==> src/rtl/reg_scoreboard.sv <==
// reg_scoreboard: RAW/WAW hazard tracker for the RV32I register file, plus registered read-address staging.
// Optional build macro SCOREBOARD_WB_BYPASS_EN: a same-cycle writeback to a source register clears its hazard.
module reg_scoreboard #(
   parameter int MAX_PENDING = 4,
   parameter int CNT_W       = 5
) (
   input  logic             clk,
   input  logic             rst,
   input  logic             issue_valid,
   output logic             issue_ready,
   input  logic [4:0]       issue_rs1,
   input  logic [4:0]       issue_rs2,
   input  logic             issue_uses_rs1,
   input  logic             issue_uses_rs2,
   input  logic [4:0]       issue_rd,
   input  logic             issue_rd_we,
   input  logic             wb_valid,
   input  logic [4:0]       wb_rd,
   input  logic             flush,
   output logic [4:0]       rf_rs1,
   output logic [4:0]       rf_rs2,
   output logic             rd_valid,
   output logic [4:0]       rd_tag,
   output logic [31:0]      busy_mask,
   output logic [CNT_W-1:0] pending_count,
   output logic             wb_err
);

   localparam logic [CNT_W-1:0] MAX_P = CNT_W'(MAX_PENDING);

   logic [31:0]      busy_q, busy_d;
   logic [CNT_W-1:0] count_q, count_d;
   logic [4:0]       rf_rs1_q, rf_rs1_d;
   logic [4:0]       rf_rs2_q, rf_rs2_d;
   logic             s1_valid_q, s1_valid_d;
   logic [4:0]       s1_tag_q, s1_tag_d;
   logic             rd_valid_q, rd_valid_d;
   logic [4:0]       rd_tag_q, rd_tag_d;
   logic             wb_err_q, wb_err_d;

   logic [31:0] bypass_vec;
   logic [31:0] src_busy;
   logic [31:0] set_vec;
   logic [31:0] clr_vec;
   logic        hz_rs1, hz_rs2, waw, full;
   logic        wb_hit, wb_clr, wb_stray;
   logic        accept, set_en;

`ifdef SCOREBOARD_WB_BYPASS_EN
   // The write lands at the accept edge and the register file reads one edge later, so the read sees it.
   assign bypass_vec = wb_valid ? (32'd1 << wb_rd) : 32'd0;
`else
   assign bypass_vec = 32'd0;
`endif

   assign src_busy = busy_q & ~bypass_vec;

   assign hz_rs1 = issue_uses_rs1 && (issue_rs1 != 5'd0) && src_busy[issue_rs1];
   assign hz_rs2 = issue_uses_rs2 && (issue_rs2 != 5'd0) && src_busy[issue_rs2];
   assign waw    = issue_rd_we && (issue_rd != 5'd0) && busy_q[issue_rd];

   // busy_q[0] is always 0, so wb_hit is already false for x0.
   assign wb_hit   = wb_valid && busy_q[wb_rd];
   assign wb_clr   = wb_hit && !flush;
   assign wb_stray = wb_valid && (wb_rd != 5'd0) && !busy_q[wb_rd] && !flush;

   assign full = (count_q >= MAX_P) && !wb_hit;

   assign issue_ready = !rst && !flush && !hz_rs1 && !hz_rs2 && !waw && !full;
   assign accept      = issue_valid && issue_ready;
   assign set_en      = accept && issue_rd_we && (issue_rd != 5'd0);

   assign set_vec[0] = 1'b0;
   assign clr_vec[0] = 1'b0;
   for (genvar gi = 1; gi < 32; gi++) begin : g_busy_bit
      assign set_vec[gi] = set_en && (issue_rd == 5'(gi));
      assign clr_vec[gi] = wb_clr && (wb_rd == 5'(gi));
   end

   always_comb begin
      busy_d     = busy_q;
      count_d    = count_q;
      rf_rs1_d   = rf_rs1_q;
      rf_rs2_d   = rf_rs2_q;
      s1_valid_d = accept;
      s1_tag_d   = s1_tag_q;
      rd_valid_d = s1_valid_q;
      rd_tag_d   = s1_tag_q;
      wb_err_d   = wb_err_q | wb_stray;

      if (accept) begin
         rf_rs1_d = issue_uses_rs1 ? issue_rs1 : 5'd0;
         rf_rs2_d = issue_uses_rs2 ? issue_rs2 : 5'd0;
         s1_tag_d = issue_rd;
      end

      if (flush) begin
         busy_d     = 32'd0;
         count_d    = '0;
         s1_valid_d = 1'b0;
         rd_valid_d = 1'b0;
      end else begin
         // waw stalls any set that would target the register being cleared.
         busy_d  = (busy_q & ~clr_vec) | set_vec;
         count_d = count_q + CNT_W'(set_en) - CNT_W'(wb_clr);
      end
   end

   always_ff @(posedge clk) begin
      if (rst) begin
         busy_q     <= 32'd0;
         count_q    <= '0;
         rf_rs1_q   <= 5'd0;
         rf_rs2_q   <= 5'd0;
         s1_valid_q <= 1'b0;
         s1_tag_q   <= 5'd0;
         rd_valid_q <= 1'b0;
         rd_tag_q   <= 5'd0;
         wb_err_q   <= 1'b0;
      end else begin
         busy_q     <= busy_d;
         count_q    <= count_d;
         rf_rs1_q   <= rf_rs1_d;
         rf_rs2_q   <= rf_rs2_d;
         s1_valid_q <= s1_valid_d;
         s1_tag_q   <= s1_tag_d;
         rd_valid_q <= rd_valid_d;
         rd_tag_q   <= rd_tag_d;
         wb_err_q   <= wb_err_d;
      end
   end

   assign rf_rs1        = rf_rs1_q;
   assign rf_rs2        = rf_rs2_q;
   assign rd_valid      = rd_valid_q;
   assign rd_tag        = rd_tag_q;
   assign busy_mask     = busy_q;
   assign pending_count = count_q;
   assign wb_err        = wb_err_q;

endmodule

==> config.mk <==
export PLATFORM = sky130hd
export DESIGN_NAME = reg_scoreboard
export DESIGN_NICKNAME = d
export VERILOG_FILES = /design/src/rtl/reg_scoreboard.sv
export SDC_FILE = /design/constraint.sdc
export NUM_CORES = 1
export LEC_CHECK = 0
export ABC_AREA = 1
export BUFFER_PORTS_ARGS = -buffer_cell sky130_fd_sc_hd__buf_2
export CAP_MARGIN = 20
export CORE_AREA = 2 2 91 93
export CTS_CLUSTER_DIAMETER = 100
export DETAILED_ROUTE_END_ITERATION = 10
export DIE_AREA = 0 0 93 95
export GPL_TIMING_DRIVEN = 0
export PLACE_DENSITY = 0.85
export RECOVER_POWER = 25
export SLEW_MARGIN = 20
export SYNTH_ARGS = -nofsm -noshare
export SYNTH_HDL_FRONTEND = slang
export SYNTH_SLANG_ARGS = --single-unit
==> constraint.sdc <==
create_clock -name clk -period 3.7 [get_ports clk]
set_input_delay 0.555 -clock clk [delete_from_list [all_inputs] [get_ports clk]]
set_output_delay 0.555 -clock clk [all_outputs]
set_load 0.02 [all_outputs]
==> run metrics, run 1 <==
Syn Std Cell Area ~4200 µm²; Syn Inst Count ~700; Final min period between 3 and 4 ns; final worst path period share between 90% and 100%; H-tree levels 3; P&R area growth vs syn 20.0%; Final Wtd Congestion between 1 and 1.5; Vias ~5300; first-pass GRT wire length roughly 23000 µm; min-delay src s1_valid_q; final-report hold violation count 0; Iter 0 DRT Violations roughly 460; Setup crit end kind flip-flop; max_slew headroom just over 40%; asr flop ratio synth 0%; FF-to-FF End pending_count[4]; Max Cap Violations 0; Seq pwr share around two fifths; Slew Limit Fails 0; Reg2Reg Depth 25; hold depth 2; clock skew between 0.015 and 0.02 ns; Die Y ~95 µm; Clk pin slew, worst setup/hold paths approximately 0.070 ns; CORE AREA roughly 7900 µm²; status completed; reg2reg setup slack 0.33 ns; combinational power share between 10% and 20%; sw frac 32.6%; Critical Path RT a little under 4 ns; largest net degree at the start of global routing 14; Fill cells approximately 790; worst IR drop on VDD slightly below 200 µV; post-synth top area cell dfxtp_1; Pleak between 2 and 2.5 nW; clk sink count just under 60; share of layout cells above drive strength 1 approximately 17%; Synthesis Warnings 0; number of setup violations in the final report 0; area of the multi-input gates 2550 µm²; number of synthesized flops with an enable pin 0; most used flip-flop cell after synthesis dfxtp_1; Commonest cells post-synth nand2_1 (211), nor2_1 (81), inv_1 (66); Yosys reg bits roughly 60; Top Usage Layer GRT met2; met2 Use GR 55.3%; Synth area leaders dfxtp_1 (28%), nand2_1 (19%), nor2_1 (7.3%); initial core utilization 52.8%; data arrival time of the worst path ~3.7 ns; TritonRoute pass-1 iters 5; GRT met3 Usage roughly 6.5%; Worst-Margin Slew 0.884 ns; r2r startpoint busy_mask[18]; Die ar. 8840 µm²; TNS Setup 0 ns; FP Rows 33; Ports 83; switching pwr ~510 µW; Clock Latency Late Sink 0.36 ns; DR vias/cell approximately 5.8; per-cell routed wire length about 17 µm; Post-DRT Antenna Nets 0; initial antenna violation count 0; syn nets approximately 730; dpl hpwl roughly 11000 µm; GR Overflow Total 0; nets 829; Unique masters post-synth 38; Max FO, Critical Path 10; met1 Usage GRT between 40% and 50%; Critical Path Source Type primary input; sequential share of the synthesized area between 20% and 30%; top cell type's share of synthesized area between 20 and 30%; drc violations 0; synthesized area per cell ~6 µm²; Die Width 93 µm; critical path class primary input to flip-flop; Global Route Usage Sum between 30% and 40%; unrepaired setup endpoints after global routing no; Reg area approximately 1200 µm²; Root Driver clkbuf_8; final total power 1.57 mW; ANT cells 0; Routed WL roughly 16000 µm; Max clock buf depth 2; type of the worst min-delay path flip-flop to flip-flop; vias in the first global route approximately 4600; fmax between 200 and 300 MHz; Min-Delay Endpoint rd_valid; CTS buffer count 9; Pwr Density ~310 nW/µm²; CTS tree built; Int Power 1.06 mW; dominant cell by count in the synthesized netlist nand2_1; Port-buffer cells 73; Clk pwr share around two fifths
==> kinds of logic (layout without fill, tap and decap cells) <==
group | count (synthesis) | after routing | synth area share (%)
and+or+nand+nor | 413 | 414 | 43.6
xor gates and xnor gates | 1 | 1 | 0.209
AOI/OAI and AO/OA | 103 | 103 | 13.5
DFF | 59 | 59 | 28.2
buffers and inverters | 113 | 214 | 12.1
other | 1 | 1 | 0.0895
adders and majority gates | 7 | 7 | 2.27
==> how the worst max path moves through the flow <==
stage	startpoint	to	slack [ns]	cells past startpoint
floorplan	issue_rd[0]	pending_count[4]	0.31	26
global placement	issue_rd[1]	pending_count[4]	-0.29	22
detailed placement	issue_rd[1]	pending_count[4]	-0.34	22
CTS	issue_rd[1]	pending_count[4]	0.04	22
global route	issue_rd[2]	pending_count[4]	0.02	21
finish	issue_rd[2]	pending_count[4]	0.22	21
==> critical path, cell delays in order <==
cell,delay (ns)
buf_2,0.16
nor2_1,0.29
nand2_2,0.18
o21ai_4,0.26
nor2_1,0.08
nand2_1,0.14
nand3_2,0.15
nor2_8,0.24
nand2_8,0.10
clkinv_2,0.10
buf_6,0.14
nand2_1,0.06
ha_1,0.28
inv_1,0.05
ha_1,0.16
inv_1,0.06
fa_2,0.38
nor2_2,0.11
a211oi_2,0.05
o21ai_1,0.12
a21oi_1,0.05
==> final cells by class <==
cell class                 count  area share (%)
multi-input combinational    526            50.8
sequential                    59            23.6
timing repair buffer          85            8.49
inverter                      73            5.60
buffer                        40            4.75
tap                          105            2.61
clock buffer                   9            2.46
clock inverter                 7            1.67
==> layer usage <==
metal / share of wire (%) / vias to the layer above
met1: 39 / 2333
met5: 0 / -
met2: 44 / 367
li1: - / 2484
met4: 6.2 / 0
met3: 11 / 78
==> registers in the layout, summed over array words and instances (netlist names) <==
signal,cells
busy_mask,31
pending_count,5
rd_tag,5
rd_tag_d,5
rd_valid,1
rf_rs1,5
rf_rs2,5
s1_valid_q,1
wb_err,1
==> timing repair <==
item / in CTS / in global routing
endpoints found under the setup margin: 0 / 2
gates resized for setup: 0 / 20
endpoints found under the hold margin: 0 / 0
buffers inserted: 0 / 12
hold buffers: 0 / 0
==> cell usage in the layout, fill, tap and decap left out, drive strengths merged <==
| cell | instances |
|---|---|
| buf | 91 |
| nand3b | 1 |
| nand3 | 53 |
| a31oi | 2 |
| fa | 1 |
| nor4 | 7 |
| clkbuf | 43 |
| clkinv | 4 |
| inv | 73 |
| nor2 | 88 |
| nand4 | 46 |
| o211ai | 13 |
| o311ai | 1 |
| clkinvlp | 2 |
| a211oi | 2 |
| o41ai | 1 |
| nand2 | 214 |
| conb | 1 |
| or2 | 1 |
| a21oi | 31 |
| nor3 | 4 |
| xor2 | 1 |
| dfxtp | 59 |
| ha | 6 |
| bufinv | 1 |
| o21ai | 53 |
==> power by group through the flow <==
stage / logic [mW] / clock network [mW] / registers, mW
after global placement: 0.258 / 0 / 0.668
after floorplan: 0.170 / 0 / 0.681
final: 0.289 / 0.630 / 0.654
after global routing: 0.314 / 0.663 / 0.655
after detailed placement: 0.262 / 0 / 0.669
after CTS: 0.263 / 0.633 / 0.654
==> through the flow <==
| stage | util [%] | hold WS, ns | worst slack, ns | instance area (µm²) | instances |
|---|---|---|---|---|---|
| CTS | 61.7 | 0.417 | 0.0406 | 4890 | 891 |
| global placement | 59.1 | 0.397 | -0.287 | 4690 | 875 |
| finish | 63.4 | 0.416 | 0.220 | 5030 | 904 |
| global route | 63.4 | 0.436 | 0.0158 | 5030 | 904 |
| floorplan | - | 0.394 | 0.306 | 4190 | 697 |
| detailed placement | 59.1 | 0.409 | -0.336 | 4690 | 875 |
No activity file was read; power rests on OpenSTA's default activity.
==> inputs of run 2 (changes only) <==
Settings changed: CORE_AREA 2 2 91 93 to 2 2 77 109, DIE_AREA 0 0 93 95 to 0 0 79 111.
==> run 2 against run 1 <==
  * Routed wire length rose by 1.5%
  * Sequential power barely moved
  * Critical path depth rose by 6
  * Utilization rose by 0.75 points
  * Via count fell by 2.5%
  * Clock skew fell by 0.011 ns
  * Sequential share of layout area fell by 0.31 points
  * Clock power rose by 45%
  * Register-to-register slack improved by 0.02 ns
  * Critical path type unchanged
  * Critical endpoint unchanged
  * Largest cell class unchanged
  * Largest power group is now clock
==> run metrics, run 2 (synthesis gave the netlist of run 1 again) <==
dpl hpwl 11600 µm (was 11300 µm); initial antenna violation count 0 (unchanged); Final min period 3.39 ns (was 3.48 ns); Clk pin slew, worst setup/hold paths 0.05 ns (was 0.07 ns); max FFs per register 31 (unchanged); Port-buffer cells 73 (unchanged); GR Overflow Total 0 (unchanged); Setup crit end kind flip-flop (unchanged); type of the worst min-delay path flip-flop to flip-flop (unchanged); CORE AREA 7910 µm² (was 7930 µm²); Max clock buf depth 2 (unchanged); max_slew headroom 54.1% (was 40.8%); Pwr Density 364 nW/µm² (was 313 nW/µm²); Ports 83 (unchanged); Final Wtd Congestion 1.04 (was 1.07); final worst path period share 91.7% (was 94.1%); Vias 5133 (was 5262); Routed WL 15800 µm (was 15500 µm); TNS Setup 0 ns (unchanged); Die ar. 8770 µm² (was 8840 µm²); CTS buffer count 9 (unchanged); first-pass GRT wire length 24500 µm (was 23400 µm); commonest non-fill, non-tap cell in the layout nand2_1 (unchanged); vias in the first global route 4572 (was 4580); number of setup violations in the final report 0 (unchanged); clock skew 0.00704 ns (was 0.0184 ns); CTS tree built (unchanged); commonest non-fill, non-tap cells in the layout nand2_1 (210), nor2_1 (78), buf_2 (66), inv_1 (65), dfxtp_1 (59) (was nand2_1 (208), nor2_1 (79), inv_1 (66), buf_2 (66), dfxtp_1 (55)); unrepaired setup endpoints after global routing no (unchanged); Global Route Usage Sum 36.5% (was 35.0%); P&R area growth vs syn 21.1% (was 20.0%); status completed (unchanged); final hold slack 0.418 ns (was 0.416 ns); data arrival time of the worst path 3.61 ns (was 3.72 ns); Die Width 79 µm (was 93 µm); share of layout cells above drive strength 1 15.6% (was 16.9%); Worst-Margin Slew 0.682 ns (was 0.884 ns); FP Rows 39 (was 33); critical path class primary input to flip-flop (unchanged); Root Driver clkbuf_16 (was clkbuf_8); hold_buf cts 0 (unchanged); Setup WS pre-CTS -0.330 ns (was -0.336 ns); nets 823 (was 829); initial core utilization 53.0% (was 52.8%); Critical Path RT 3.92 ns (was 3.94 ns); slowest stage delay, CP 0.38 ns (about the same); Worst path most repeated cell nand2_1; largest net degree at the start of global routing 11 (was 14); fmax 295 MHz (was 287 MHz); drc violations 0 (unchanged); per-cell routed wire length 17.6 µm (was 17.2 µm); final-report hold violation count 0 (unchanged); Iter 0 DRT Violations 544 (was 461); Die Y 111 µm (was 95 µm); clk sink count 59 (unchanged); DR vias/cell 5.74 (was 5.82); Slowest-stage cell, CP fa_2 (unchanged); Pleak 2.24 nW (was 2.22 nW); H-tree levels 3 (unchanged); Max FO, Critical Path 10 (unchanged); fin worst setup slack 0.307 ns (was 0.220 ns); Critical Path Source Type primary input (unchanged); Clock Latency Late Sink 0.34 ns (was 0.36 ns); Post-DRT Antenna Nets 0 (unchanged); worst IR drop on VDD 318 µV (was 192 µV); Fill cells 778 (was 788); Max Cap Violations 0 (unchanged); TritonRoute pass-1 iters 6 (was 5); ANT cells 0 (unchanged); Slew Limit Fails 0 (unchanged)
-- run 2: cell count changes in the layout (fill, tap and decap cells not counted), sizes merged --
| cell | change |
|---|---|
| bufinv | +1 |
| clkinvlp | -2 |
| nor2 | -1 |
| inv | -2 |
| clkbuf | +3 |
| buf | -5 |
-- run 2: worst max-delay path: cells and delay by family --
family                   cells  cell delay (ns)
AO/OA/AOI/OAI                4             0.38
AND/OR/NAND/NOR             12             1.04
buffers and inverters        8             0.79
adder cells (fa/ha/maj)      3             0.84
-- run 2: stage by stage --
step / cell area [µm²] / std cells / total power [mW] / util (%)
after detailed placement: 4680 / 872 / 0.934 / 59.2
final: 5070 / 895 / 1.85 / 64.1
after global routing: 5070 / 895 / 1.92 / 64.1
after CTS: 5000 / 888 / 1.84 / 63.3
after floorplan: 4190 / 697 / 0.851 / -
after global placement: 4680 / 872 / 0.930 / 59.2
-- run 2: path summary, 6_finish.rpt --
| path | start | endpoint | slack, ns | depth (start not counted) |
|---|---|---|---|---|
| setup / recovery | wb_rd[0] | pending_count[4] | 0.31 | 27 |
| setup reg to reg | busy_mask[28] | pending_count[4] | 0.35 | 23 |
| hold / removal | rd_tag_d[2] | rd_tag[2] | 0.42 | 2 |
| hold reg to reg | rd_tag_d[2] | rd_tag[2] | 0.42 | 2 |
-- run 2: timing repair --
action                                  in CTS  in global routing
setup buffers                                0                  7
pin swaps                                    0                  4
gates resized for setup                      1                 15
endpoints found under the setup margin       1                  2
-- run 2: cell type report --
class	instances	area (µm²)	share of cell area, %
multi-input combinational	525	2540	50.1
sequential	59	1180	23.3
timing repair buffer	80	389	7.67
inverter	73	279	5.50
clock buffer	12	246	4.86
buffer	40	235	4.64
tap	102	128	2.52
clock inverter	4	73.8	1.46
-- run 2: per-layer routing --
metal	up-vias	part of all wire, %	wire (µm)	GRT usage, %
met5	-	0	0	0
met4	0	5.5	873	18.3
met3	67	9.0	1410	7.25
met2	299	49	7740	60.3
met1	2283	37	5760	44.5
li1	2484	-	-	-
-- run 2: report_power, final --
part,switching [mW],internal (mW)
clock,0.304,0.608
combinational,0.197,0.0839
sequential,0.00692,0.649
total,0.507,1.34
==> inputs of run 3 (changes only) <==
Settings changed: CELL_PAD_IN_SITES_DETAIL_PLACEMENT set to 0, CELL_PAD_IN_SITES_GLOBAL_PLACEMENT set to 2, CORE_AREA 2 2 77 109 to 2 2 105 148, DIE_AREA 0 0 79 111 to 0 0 107 150, PLACE_DENSITY 0.85 to 0.87.
==> run 3 against run 2 <==
  * Final cell count grew 9.9%
  * First-iteration DRC count shrank 27%
  * Cell area grew 2.7%
  * Setup slack lost 0.034 ns
  * Global-route usage shrank 14 points
  * Routed wire length grew 13%
  * Clock power grew 13%
  * Worst hold slack lost 0.0069 ns
  * Non-clock buffer count shrank 1
  * Maximum frequency shrank 0.98%
  * Critical path type is now flip-flop to flip-flop
  * Largest cell class unchanged
  * Largest power group unchanged
==> run metrics, run 3 (synthesis gave the netlist of run 1 again) <==
slowest stage delay, CP 0.46 ns (was 0.38 ns); largest net degree at the start of global routing 11 (unchanged); CORE AREA 14800 µm² (was 7910 µm²); Final Wtd Congestion 0.898 (was 1.04); P&R area growth vs syn 24.3% (was 21.1%); clock skew 0.00933 ns (was 0.00704 ns); initial core utilization 28.3% (was 53.0%); GR Overflow Total 0 (unchanged); CTS tree built (unchanged); first-pass GRT wire length 26800 µm (was 24500 µm); Critical Path RT 3.91 ns (was 3.92 ns); Non-Filler Instances 984 (was 895); Pleak 2.26 nW (was 2.24 nW); Slew Limit Fails 0 (unchanged); TritonRoute pass-1 iters 5 (was 6); final total power 1.96 mW (was 1.85 mW); commonest non-fill, non-tap cells in the layout nand2_1 (210), nor2_1 (79), inv_1 (66), buf_2 (66), dfxtp_1 (56) (was nand2_1 (210), nor2_1 (78), buf_2 (66), inv_1 (65), dfxtp_1 (59)); DR vias/cell 5.08 (was 5.74); Critical Path Source Type flip-flop (was primary input); share of layout cells above drive strength 1 15.7% (was 15.6%); final worst path period share 92.6% (was 91.7%); CTS buffer count 9 (unchanged); status completed (unchanged); Global Route Usage Sum 22.5% (was 36.5%); Routed WL 17800 µm (was 15800 µm); per-cell routed wire length 18.1 µm (was 17.6 µm); Ports 83 (unchanged); Reg2Reg Depth 25 (was 23); fmax 292 MHz (was 295 MHz); Setup crit end kind flip-flop (unchanged); FF-to-FF End pending_count[4] (unchanged); clk sink count 59 (unchanged); Finished Cell Area 5210 µm² (was 5070 µm²); type of the worst min-delay path flip-flop to flip-flop (unchanged); drc violations 0 (unchanged); Fill cells 1710 (was 778); Die Width 107 µm (was 79 µm); Iter 0 DRT Violations 395 (was 544); FP Rows 53 (was 39); r2r startpoint busy_mask[12] (was busy_mask[28]); worst IR drop on VDD 172 µV (was 318 µV); Worst-Margin Slew 0.768 ns (was 0.682 ns); Max clock buf depth 2 (unchanged); unrepaired setup endpoints after global routing no (unchanged); Die Y 150 µm (was 111 µm); max FFs per register 31 (unchanged); nets 822 (was 823); final-report hold violation count 0 (unchanged); Clk pin slew, worst setup/hold paths 0.06 ns (was 0.05 ns); Levels on crit path 25 (was 27); initial antenna violation count 0 (unchanged); Pwr Density 376 nW/µm² (was 364 nW/µm²); commonest non-fill, non-tap cell in the layout nand2_1 (unchanged); reg2reg setup slack 0.27 ns (was 0.35 ns); ANT cells 0 (unchanged); dpl hpwl 13600 µm (was 11600 µm); Vias 5001 (was 5133); critical path class flip-flop to flip-flop (was primary input to flip-flop); Port-buffer cells 73 (unchanged); max_slew headroom 48.6% (was 54.1%); number of setup violations in the final report 0 (unchanged); Clock Latency Late Sink 0.34 ns (about the same); hold_buf cts 0 (unchanged); data arrival time of the worst path 3.64 ns (was 3.61 ns); Placed Cells 962 (was 872); Slowest-stage cell, CP dfxtp_1 (was fa_2); Post-DRT Antenna Nets 0 (unchanged); DP Area 4790 µm² (was 4680 µm²); Max FO, Critical Path 10 (unchanged); Top delay family on crit path simple AND/OR/NAND/NOR gates (unchanged); vias in the first global route 4619 (was 4572); Max Cap Violations 0 (unchanged); CP bufs+invs 6 (was 8); Root Driver clkbuf_16 (unchanged); Critical Path Start busy_mask[12] (was wb_rd[0]); CP Capture Point pending_count[4] (unchanged); Final min period 3.43 ns (was 3.39 ns); Die ar. 16100 µm² (was 8770 µm²); H-tree levels 3 (unchanged); Worst path most repeated cell nand2_1 (unchanged)
==> run 3: cell count changes in the layout (fill, tap and decap cells not counted), sizes merged <==
cell | before | now
clkinv | 4 | 3
bufinv | 2 | 3
buf | 86 | 85
==> run 3: power breakdown <==
part	switching, mW	internal (mW)
clock network	0.315	0.712
logic	0.193	0.0834
registers	0.00693	0.649
total	0.515	1.44
==> run 3: per-layer routing <==
metal | share of wire [%] | GRT usage (%) | vias up
li1 | - | - | 2473
met1 | 40 | 26.5 | 2273
met2 | 49 | 39.2 | 200
met3 | 5.9 | 3.40 | 55
met4 | 5.5 | 11.6 | 0
met5 | 0 | 0 | -
==> run 3: area by class of cell <==
type / count / area (µm²) / area share [%]
multi-input cells: 525 / 2520 / 48.5
clock buffers: 12 / 267 / 5.12
plain buffers: 40 / 235 / 4.52
clock inverters: 4 / 95.1 / 1.83
inverters: 73 / 279 / 5.36
flip-flops and latches: 59 / 1180 / 22.8
well taps: 192 / 240 / 4.61
repair buffers: 79 / 382 / 7.33
==> run 3: stage by stage <==
| stage | utilization (%) | worst slack [ns] | setup TNS, ns | hold slack [ns] |
|---|---|---|---|---|
| detailed placement | 32.4 | -0.364 | -0.617 | 0.404 |
| floorplan | - | 0.306 | 0 | 0.394 |
| CTS | 34.9 | 0.000837 | 0 | 0.414 |
| finish | 35.2 | 0.274 | 0 | 0.411 |
| global placement | 32.4 | -0.395 | -0.728 | 0.407 |
| global route | 35.2 | 0.00879 | 0 | 0.435 |
==> run 3: tightest hold or removal path: stages (launching register included) <==
cell and delay (ns):
dfxtp_1 0.29, inv_1 0.04, nor2_1 0.03
==> run 3: worst min path at each step <==
stage,from,end,cells past startpoint
detailed placement,s1_valid_q,rd_valid,2
global route,s1_valid_q,rd_valid,2
CTS,s1_valid_q,rd_valid,2
global placement,s1_valid_q,rd_valid,2
floorplan,s1_valid_q,rd_valid,2
finish,s1_valid_q,rd_valid,2
==> run 3: timing repair <==
| action | CTS | global route |
|---|---|---|
| endpoints found under the hold margin | 0 | 0 |
| setup endpoints to repair | 1 | 2 |
| buffers inserted | 0 | 6 |
| resized for setup | 3 | 10 |
| pin swaps | 1 | 2 |
